==> src/rtl/ece453_button_conditioner_pkg.sv <==
`default_nettype none
// ============================================================================
//  Module   : ece453_button_conditioner_pkg
//  Purpose  : State codes and helpers shared by the button conditioner and bench
//  Revision : 1.0
// ============================================================================
package ece453_button_conditioner_pkg;

  localparam int c_STATE_W = 3;

  // Codes are visible on current_state, so their values are fixed.
  typedef enum logic [c_STATE_W-1:0] {
    ST_IDLE       = 3'd0,
    ST_PRESS_DB   = 3'd1,
    ST_PRESSED    = 3'd2,
    ST_LONG_HELD  = 3'd3,
    ST_RELEASE_DB = 3'd4
  } state_t;

  function automatic int max_int(input int a, input int b);
    return (a > b) ? a : b;
  endfunction

endpackage
`default_nettype wire

==> src/rtl/ece453_synchronizer.sv <==
`default_nettype none
// ============================================================================
//  Module   : ece453_synchronizer
//  Purpose  : N-flop synchronizer for an asynchronous input, async reset to RESET_VAL
//  Revision : 1.0
// ============================================================================
module ece453_synchronizer
  import ece453_button_conditioner_pkg::*;
#(
  parameter int   STAGES    = 2,
  parameter logic RESET_VAL = 1'b0
) (
  input  logic clk,
  input  logic reset,
  input  logic d,
  output logic q
);

  logic [STAGES-1:0] r_sync;

  always_ff @(posedge clk or posedge reset) begin
    if (reset) begin
      r_sync <= {STAGES{RESET_VAL}};
    end else begin
      r_sync <= {r_sync[STAGES-2:0], d};
    end
  end

  assign q = r_sync[STAGES-1];

endmodule
`default_nettype wire

==> src/rtl/ece453_button_conditioner.sv <==
`default_nettype none
// ============================================================================
//  Module   : ece453_button_conditioner
//  Purpose  : Sync, debounce and short/long press classification of a raw button
//  Revision : 1.0
// ============================================================================
module ece453_button_conditioner
  import ece453_button_conditioner_pkg::*;
#(
  parameter int SYNC_STAGES       = 2,
  parameter int DEBOUNCE_CYCLES   = 16,
  parameter int LONG_PRESS_CYCLES = 64,
  parameter bit ACTIVE_LOW        = 1'b1
) (
  input  logic                 clk,
  input  logic                 reset,
  input  logic                 enable,
  input  logic                 button_raw,
  output logic                 button_press,
  output logic                 button_release,
  output logic                 long_press,
  output logic                 direction,
  output logic                 pressed,
  output logic [c_STATE_W-1:0] current_state
);

  localparam int                 c_CNT_W     = $clog2(max_int(DEBOUNCE_CYCLES, LONG_PRESS_CYCLES));
  localparam logic [c_CNT_W-1:0] c_DB_LAST   = c_CNT_W'(DEBOUNCE_CYCLES - 1);
  localparam logic [c_CNT_W-1:0] c_LONG_LAST = c_CNT_W'(LONG_PRESS_CYCLES - 1);
  localparam logic [c_CNT_W-1:0] c_CNT_ONE   = c_CNT_W'(1);
  localparam logic               c_RELEASED  = ACTIVE_LOW;

  logic               w_sync_out;
  logic               w_btn_s;
  state_t             r_state;
  logic [c_CNT_W-1:0] r_cnt;
  logic               r_press;
  logic               r_release;
  logic               r_long;
  logic               r_dir;
  logic               r_pressed;

  ece453_synchronizer #(
    .STAGES    (SYNC_STAGES),
    .RESET_VAL (c_RELEASED)
  ) u_sync (
    .clk   (clk),
    .reset (reset),
    .d     (button_raw),
    .q     (w_sync_out)
  );

  // 1 = pressed regardless of pin polarity
  assign w_btn_s = w_sync_out ^ ACTIVE_LOW;

  always_ff @(posedge clk or posedge reset) begin
    if (reset) begin
      r_state   <= ST_IDLE;
      r_cnt     <= '0;
      r_press   <= 1'b0;
      r_release <= 1'b0;
      r_long    <= 1'b0;
      r_dir     <= 1'b0;
      r_pressed <= 1'b0;
    end else begin
      r_press   <= 1'b0;
      r_release <= 1'b0;
      r_long    <= 1'b0;
      case (r_state)
        ST_IDLE: begin
          r_cnt <= '0;
          if (enable && w_btn_s) begin
            r_state <= ST_PRESS_DB;
          end
        end
        ST_PRESS_DB: begin
          if (!w_btn_s) begin
            r_state <= ST_IDLE;
            r_cnt   <= '0;
          end else if (r_cnt == c_DB_LAST) begin
            r_state   <= ST_PRESSED;
            r_cnt     <= '0;
            r_press   <= 1'b1;
            r_pressed <= 1'b1;
          end else begin
            r_cnt <= r_cnt + c_CNT_ONE;
          end
        end
        ST_PRESSED: begin
          if (!w_btn_s) begin
            r_state <= ST_RELEASE_DB;
            r_cnt   <= '0;
          end else if (r_cnt == c_LONG_LAST) begin
            r_state <= ST_LONG_HELD;
            r_cnt   <= '0;
            r_long  <= 1'b1;
            r_dir   <= ~r_dir;
          end else begin
            r_cnt <= r_cnt + c_CNT_ONE;
          end
        end
        ST_LONG_HELD: begin
          r_cnt <= '0;
          if (!w_btn_s) begin
            r_state <= ST_RELEASE_DB;
          end
        end
        ST_RELEASE_DB: begin
          // A bounce during release returns to LONG_HELD so no second long strobe can fire.
          if (w_btn_s) begin
            r_state <= ST_LONG_HELD;
            r_cnt   <= '0;
          end else if (r_cnt == c_DB_LAST) begin
            r_state   <= ST_IDLE;
            r_cnt     <= '0;
            r_release <= 1'b1;
            r_pressed <= 1'b0;
          end else begin
            r_cnt <= r_cnt + c_CNT_ONE;
          end
        end
        default: begin
          r_state   <= ST_IDLE;
          r_cnt     <= '0;
          r_pressed <= 1'b0;
        end
      endcase
    end
  end

  assign button_press   = r_press;
  assign button_release = r_release;
  assign long_press     = r_long;
  assign direction      = r_dir;
  assign pressed        = r_pressed;
  assign current_state  = r_state;

endmodule
`default_nettype wire
==> config.mk <==
export PLATFORM = sky130hd
export DESIGN_NAME = ece453_button_conditioner
export DESIGN_NICKNAME = d
export VERILOG_FILES = /design/src/rtl/ece453_button_conditioner_pkg.sv /design/src/rtl/ece453_synchronizer.sv /design/src/rtl/ece453_button_conditioner.sv
export SDC_FILE = /design/constraint.sdc
export NUM_CORES = 1
export LEC_CHECK = 0
export CAP_MARGIN = 30
export CORE_AREA = 4 4 44 46
export CTS_CLUSTER_DIAMETER = 80
export DETAILED_ROUTE_END_ITERATION = 6
export DIE_AREA = 0 0 48 50
export PLACE_DENSITY_LB_ADDON = 0.25
export SLEW_MARGIN = 20
export SYNTH_ARGS = -nofsm -noshare
export SYNTH_HDL_FRONTEND = slang
export SYNTH_SLANG_ARGS = --single-unit
export TNS_END_PERCENT = 10
==> constraint.sdc <==
create_clock -name clk -period 2.5 [get_ports clk]
set_clock_uncertainty 0.15 [all_clocks]
set_input_delay 0.375 -clock clk [delete_from_list [all_inputs] [get_ports clk]]
set_output_delay 0.375 -clock clk [all_outputs]
set_load 0.01 [all_outputs]
Word level (Yosys, flattened, before mapping)
Cells that the tools add are included.
{ "op_classes": {"add_sub_neg": 1, "n_eq_ne": 15, "mux": 28, "bitwise": 3, "n_reduce_logical": 6} }
{ "ops": {"columns": ["operator", "n"], "rows": [
  ["two-way mux 6 bit", 5],
  ["two-way mux 3 bit", 8],
  ["case mux 6 bit (3 select lines)", 1],
  ["case mux 3 bit (5 select lines)", 1],
  ["two-way mux 1 bit", 12],
  ["AND reduction 5 bit", 2],
  ["!= test 2 bit, second input constant", 4],
  ["adder 6 x 1 -> 6 bit, second input constant", 1],
  ["equality test 3 x 2 -> 1 bit, second input constant", 2],
  ["equality test 6 x 4 -> 1 bit, second input constant", 1],
  ["equality test 6 bit, second input constant", 1],
  ["!= test 3 x 2 -> 1 bit, second input constant", 2],
  ["!= test 2 x 1 -> 1 bit, second input constant", 2],
  ["equality test 3 x 1 -> 1 bit, second input constant", 1],
  ["equality test 3 bit, second input constant", 1],
  ["zero test 3 bit", 1],
  ["!= test 3 bit, second input constant", 1],
  ["NOT 1 bit", 3],
  ["case mux 1 bit (3 select lines)", 1],
  ["AND reduction 3 bit", 1],
  ["OR reduction 3 bit", 1],
  ["logical AND 1 bit", 1]
]} }
{ "totals": {"reg_bits": 16, "inputBits": 4, "output_inout_bits": 8, "wordCells": 61} }

Depth between registers and ports, before layout
Gate-level depths: netlist of run 1.
{ "depth": {"depth_word": 4, "mapped_depth": 5, "ltp_nobuf": 5} }

Modules after synthesis
From an unflattened synthesis of run 1, not the netlist that was laid out.
{ "unflattened": {"hier_cells": 71, "area_unflattened_um2": 739.5} }
{ "by_module_without_submodules": {"columns": ["module", "instances", "cells_per_inst", "area_per_inst_um2", "seq_area_each_um2"], "rows": [
  ["ece453_button_conditioner", 1, 68, 683.2, 350.3],
  ["ece453_synchronizer", 1, 3, 56.3, 52.6]
]} }

Worst setup path before layout of run 1
OpenSTA, ideal clock, no wires.
{ "synth_path": {"path_kind": "reg2reg", "start": "reg r_cnt[0]", "end": "reg r_pressed, in the netlist pressed", "setup_ns": 0.126, "arrival_ns": 1.277, "required_time_ns": 2.224, "path_slack_ns": 0.946, "path_stages_with_launch": 6, "synth_period_minus_slack_ns": 1.554, "path_cell_list": "dfrtp_1 > ha_1 > and3_2 > nand2_1 > nor2_4 > a311o_1"} }
{ "synth_via": {"elab_chain_cells": 3} }
{ "synth_rtl": {"columns": ["item", "line_no", "text"], "rows": [
  ["start, declared", "ece453_button_conditioner.sv:36", "logic [c_CNT_W-1:0] r_cnt;"],
  ["start signal, assigned", "ece453_button_conditioner.sv:86", "r_cnt <= r_cnt + c_CNT_ONE;"],
  ["start signal, assigned", "ece453_button_conditioner.sv:99", "r_cnt <= r_cnt + c_CNT_ONE;"],
  ["start signal, assigned", "ece453_button_conditioner.sv:119", "r_cnt <= r_cnt + c_CNT_ONE;"],
  ["equality test 6 x 4 -> 1 bit (*)", "ece453_button_conditioner.sv:80, ece453_button_conditioner.sv:113", null],
  ["!= test 2 bit (no source line)", null, null],
  ["AND reduction 5 bit (no source line) (*)", null, null],
  ["end signal, assigned", "ece453_button_conditioner.sv:84", "r_pressed <= 1'b1;"],
  ["end signal, assigned", "ece453_button_conditioner.sv:117", "r_pressed <= 1'b0;"],
  ["end signal, assigned", "ece453_button_conditioner.sv:125", "r_pressed <= 1'b0;"],
  ["end, declared", "ece453_button_conditioner.sv:41", "logic r_pressed;"]
]} }
Mark *: on every way between the ends. The rest lies on a longest branch, timed or not.
A chain may end at the register's enable or synchronous reset.

Final worst setup path of run 1
{ "layout_path": {"start": "reg r_state[2], in the netlist current_state[2]", "end": "out current_state[2]"} }
{ "layout_lines": {"columns": ["item", "line_no", "text"], "rows": [
  ["start, declared", "ece453_button_conditioner.sv:35", "state_t r_state;"],
  ["start signal, assigned", "ece453_button_conditioner.sv:58", "r_state <= ST_IDLE;"],
  ["start signal, assigned", "ece453_button_conditioner.sv:73", "r_state <= ST_PRESS_DB;"],
  ["start signal, assigned", "ece453_button_conditioner.sv:78", "r_state <= ST_IDLE;"],
  ["end, declared", "ece453_button_conditioner.sv:24", "output logic [c_STATE_W-1:0] current_state"]
]} }
No word-level cell between the ends.

==> results of run 1 <==
==> power groups by stage <==
stage	sequential (mW)	combinational, mW	clock, mW
after detailed placement	0.278	0.0336	0
after global placement	0.278	0.0335	0
after floorplan	0.276	0.0223	0
after global routing	0.275	0.0373	0.163
final	0.274	0.0329	0.145
after CTS	0.274	0.0339	0.152
==> worst register-to-register path, cell delays in order, from the launching register on <==
cell      delay [ps]
dfrtp_1          480
nor4b_4          370
a21boi_0         370
a21oi_1          160
nor2b_1          160
==> layout by cell type, fill, tap and decap left out, types with 2 or more instances in the layout <==
| cell type | instances |
|---|---|
| dfrtp_1 | 14 |
| a21oi_1 | 6 |
| or2_2 | 2 |
| and3_2 | 2 |
| clkbuf_4 | 3 |
| nor2_1 | 6 |
| clkdlybuf4s50_1 | 11 |
| nand2_1 | 3 |
| o22ai_1 | 2 |
| and2_1 | 2 |
| inv_1 | 2 |
| dfstp_2 | 2 |
| xor2_1 | 3 |
| nor2b_1 | 3 |
==> metal layers <==
layer | vias to the layer above | global-route usage | routed length [microns]
met5 | - | 0 | 0
met4 | 0 | 0.0404 | 18
met3 | 2 | 0.0836 | 118
met2 | 15 | 0.209 | 655
met1 | 262 | 0.186 | 617
li1 | 266 | - | -
==> sequential cells by signal (all words and copies together) (netlist names) <==
register        count
pressed             1
direction           1
button_press        1
r_cnt               6
button_release      1
u_sync.r_sync       2
current_state       3
long_press          1
==> cell type report <==
class	instances	area, sq um	share of cell area
inverter	2	7.51	0.00838
timing repair buffer	11	110	0.123
clock buffer	4	26.3	0.0293
multi-input combinational	48	329	0.367
tap	16	20.0	0.0223
sequential	16	403	0.450
==> path summary, 6_finish.rpt <==
path | cells past startpoint | slack, ps | endpoint
max in group asynchronous | 2 | 1520 | button_release$_DFF_PP0_
setup reg to reg | 4 | 740 | r_cnt[1]$_DFF_PP0_
hold / removal | 0 | 210 | u_sync.r_sync[1]$_DFF_PP1_
hold reg to reg | 0 | 210 | u_sync.r_sync[1]$_DFF_PP1_
min in group asynchronous | 2 | 280 | r_cnt[5]$_DFF_PP0_
setup / recovery | 1 | 470 | current_state[2]
==> logic make-up (layout without fill, tap and decap cells) <==
logic type	count (synthesis)	count (layout)	share of synthesized area
fa+ha+maj	1	1	0.0165
buf+inv	4	17	0.0347
simple gates	27	27	0.233
xor+xnor	4	4	0.0462
compound gates	16	16	0.139
flops	16	16	0.531
==> out/results.ini, run 1 <==
[timing]
timing.final.crit_share=0.811
worst_slew_pin_slew_ps=594
fin_ws_ps=471
finalCriticalPeriod_ps=2030
drv_slew=0
hold_viol_final=0
setup-tns-final_ps=0
whs_ps=212
worst_slew_margin_rel=0.604
rsz0062_at_grt=no
fmax_mhz=493
finalSetupViolations=0

[final_layout]
postLayoutCellArea_sq_um=896
drive_above_1_share=0.148
final_util=0.595
diodes=0
area_growth_pct=18.2
fin_nets=87
fin_cells=97
n_fill_cell=128

[clocking]
cts_tree=done
cts_setup_buffers=0
cts_root_buf=clkbuf_4
hold_buffers=0
cts_resized=0
cts.reportedPaths.clkPinSlew_ps=80
clock_latency_ps=290
clock_path_buffers=2
cts_made_buffers=3
cts_sinks=16
htreeDepth=1

[routing]
detail-route-antenna-nets=0
first_pass_iters=6
route.detailed.drc=0
finalWirelength_microns=1410
drt_iter0_markers=10
wire_per_inst_microns=14.5
vias_per_cell=5.62
vias=545

[global_route]
grt_pass1_wl_microns=2440
overflow=0
grt_use_total=0.146
grt_max_degree=17
grt_pass1_vias=537
antenna_found_initial=0

[placed_design]
placedCellCount=93
globalplace.congestion=0.750
place_area_sq_um=870
portBuffers=11
dp_hpwl_microns=1000
post-place-ws_ps=772

[power]
comb_power_share=0.073
ir_drop_mv=0.259
clkPwrFrac=0.321
p_total_uw=451
p_seq_frac=0.606
intPower_uw=344
netSwitchingFraction=0.238
switchingPower_uw=108
p_per_area_mw_per_mm2=504
p_leak_nw=0.399

[yosys]
synth_top_area_share=0.462
synth_cells=68
synth_commonest_cells=dfrtp_1 (14), a21oi_1 (6), nor2_1 (6)
synthTopCellsByArea=dfrtp_1 (46%), dfstp_2 (6.9%), a21oi_1 (4.0%)
synth_top_flop_cell=dfrtp_1
synth_seq_area_share=0.531
yosysMostFrequentCell=dfrtp_1
async_reset_ff_frac=1.00
synth_area_sq_um=758
synth_nets=73
synth_edf_count=0
yosys.area.top_type=dfrtp_1
ys_warn_count=0
synth-seq-cells=16
synth_cell_type_count=33
avgSynthCellArea_sq_um=11.2

[critical_path]
worstSetupEndpointType=output pin
worst-path-max-fanout=13
critPathArrivalTime_ps=1500
crit_type=reg -> out
reg2reg_from=current_state[0]$_DFFE_PP0P_
cp_top_family=buffers and inverters
critPathMaxStageDelay_ps=620
slowest_stage=clkdlybuf4s50_1
critPathLaunchType=register
crit_buf_inv=1
path_cells=clkdlybuf4s50_1
required_ps=1980
crit_start=current_state[2]$_DFFE_PP0P_

[outcome]
status=finished, final reports clean

[die]
core_area_sq_mm=0.00151
fp-row-count=14
fp.dieW_microns=48
io_pins=12
initial_core_util=0.503
dieArea_sq_mm=0.00240
die_y_microns=50

[flow_run]
maxCapViolations=0

[worst_hold_path]
hp-class=reg -> reg
worstHoldStart=u_sync.r_sync[0]$_DFF_PP1_

Power figures use the tool's default switching activity.
==> run 2, diff against run 1 <==
==> constraint.sdc (replaced) <==
create_clock -name clk -period 2.1 [get_ports clk]
set_clock_uncertainty 0.15 [all_clocks]
set_input_delay 0.315 -clock clk [delete_from_list [all_inputs] [get_ports clk]]
set_output_delay 0.315 -clock clk [all_outputs]
set_load 0.01 [all_outputs]
==> out/results.ini, run 2 (same netlist as run 1, synthesis figures left out) <==
[clocking]
cts_made_buffers=3
cts_tree=done
cts_root_buf=clkbuf_4
cts_setup_buffers=0
cts_sinks=16
hold_buffers=0
cts_resized=0
htreeDepth=1
cts.reportedPaths.clkPinSlew_ps=80
clock_path_buffers=2
clock_latency_ps=290

[critical_path]
required_ps=1630
worstSetupEndpointType=output pin
crit_type=reg -> out
crit_buf_inv=1
reg2reg_from=current_state[0]$_DFFE_PP0P_
cp_top_family=buffers and inverters
slowest_stage=clkdlybuf4s50_1
critPathLaunchType=register
worst-path-max-fanout=13
r2r_slack_ps=340
critPathArrivalTime_ps=1490
path_cells=clkdlybuf4s50_1
critPathMaxStageDelay_ps=620
reg2reg_depth=4
worstReg2RegEnd=r_cnt[1]$_DFF_PP0_

[final_layout]
postLayoutCellArea_sq_um=896
top_register=r_cnt
area_growth_pct=18.2
largest_reg_flops=6
diodes=0
final_common_cell=dfrtp_1
final_cell_mix=dfrtp_1 (14), clkdlybuf4s50_1 (11), nor2_1 (6), a21oi_1 (6)
drive_above_1_share=0.148
fin_cells=97
fin_nets=87

[routing]
dr_wl_met3_microns=113
drt_iter0_markers=8
wire_per_inst_microns=13.9
vias=537
first_pass_iters=4
finalWirelength_microns=1350
vias_per_cell=5.54
wl_met1_microns=622
detail-route-antenna-nets=0
dr.max_layer_used=met4
wl_met2_microns=595
route.detailed.drc=0

[timing]
worst_slew_margin_rel=0.600
fmax_mhz=511
whs_ps=211
fin_ws_ps=142
rsz0062_at_grt=no
setup-tns-final_ps=0
drv_slew=0
timing.final.crit_share=0.932
finalCriticalPeriod_ps=1960
finalSetupViolations=0
worst_slew_pin_slew_ps=599
hold_viol_final=0

[power]
ir_drop_mv=0.350
p_per_area_mw_per_mm2=594
p_leak_nw=0.399

[placed_design]
portBuffers=11
globalplace.congestion=0.760
dp_hpwl_microns=905
place_area_sq_um=870
placedCellCount=93
post-place-ws_ps=421

[worst_hold_path]
worstHoldStart=u_sync.r_sync[0]$_DFF_PP1_
whs_endpoint=u_sync.r_sync[1]$_DFF_PP1_
hold_depth=0
hp-class=reg -> reg

[die]
io_pins=12
dieArea_sq_mm=0.00240
initial_core_util=0.503
die_y_microns=50
fp.dieW_microns=48
core_area_sq_mm=0.00151
fp-row-count=14

[global_route]
grt_max_degree=17
grt_pass1_wl_microns=2150
overflow=0
grt_pass1_vias=478
antenna_found_initial=0
grt_use_total=0.132

[outcome]
status=finished, final reports clean

[flow_run]
maxCapViolations=0

==> run 2: cell counts in the layout (fill, tap and decap cells not counted) <==
Identical to the previous run, type by type.
==> run 2: worst max path at each step <==
stage / slack, ps / cells past startpoint / endpoint / from
after floorplan: 550 / 5 / pressed$_DFFE_PP0P_ / r_cnt[0]$_DFF_PP0_
after global placement: 450 / 5 / pressed$_DFFE_PP0P_ / r_cnt[0]$_DFF_PP0_
after detailed placement: 420 / 4 / r_cnt[1]$_DFF_PP0_ / current_state[2]$_DFFE_PP0P_
after CTS: 130 / 1 / current_state[2] / current_state[2]$_DFFE_PP0P_
after global routing: 60 / 1 / current_state[2] / current_state[2]$_DFFE_PP0P_
final: 140 / 1 / current_state[2] / current_state[2]$_DFFE_PP0P_
==> run 2: stage by stage <==
step	total power [mW]	util
after floorplan	0.355	-
after global placement	0.371	0.577
after detailed placement	0.371	0.577
after CTS	0.543	0.595
after global routing	0.563	0.595
final	0.532	0.595
==> run 2: where the power goes <==
group	switching, mW	internal [mW]	total [mW]
Sequential	0.00978	0.316	0.326
Clock	0.0940	0.0738	0.168
Combinational	0.0195	0.0193	0.0388
Total	0.123	0.409	0.532
==> run 2: area by class of cell <==
class,instances,area [sq um]
tap,16,20.0
timing repair buffer,11,110
multi-input combinational,48,329
sequential,16,403
fill,128,611
inverter,2,7.51
clock buffer,4,26.3
==> run 2: per-layer routing <==
metal | global-route usage | vias up
li1 | - | 265
met2 | 0.187 | 16
met1 | 0.164 | 254
met5 | 0 | -
met4 | 0.0404 | 0
met3 | 0.0764 | 2
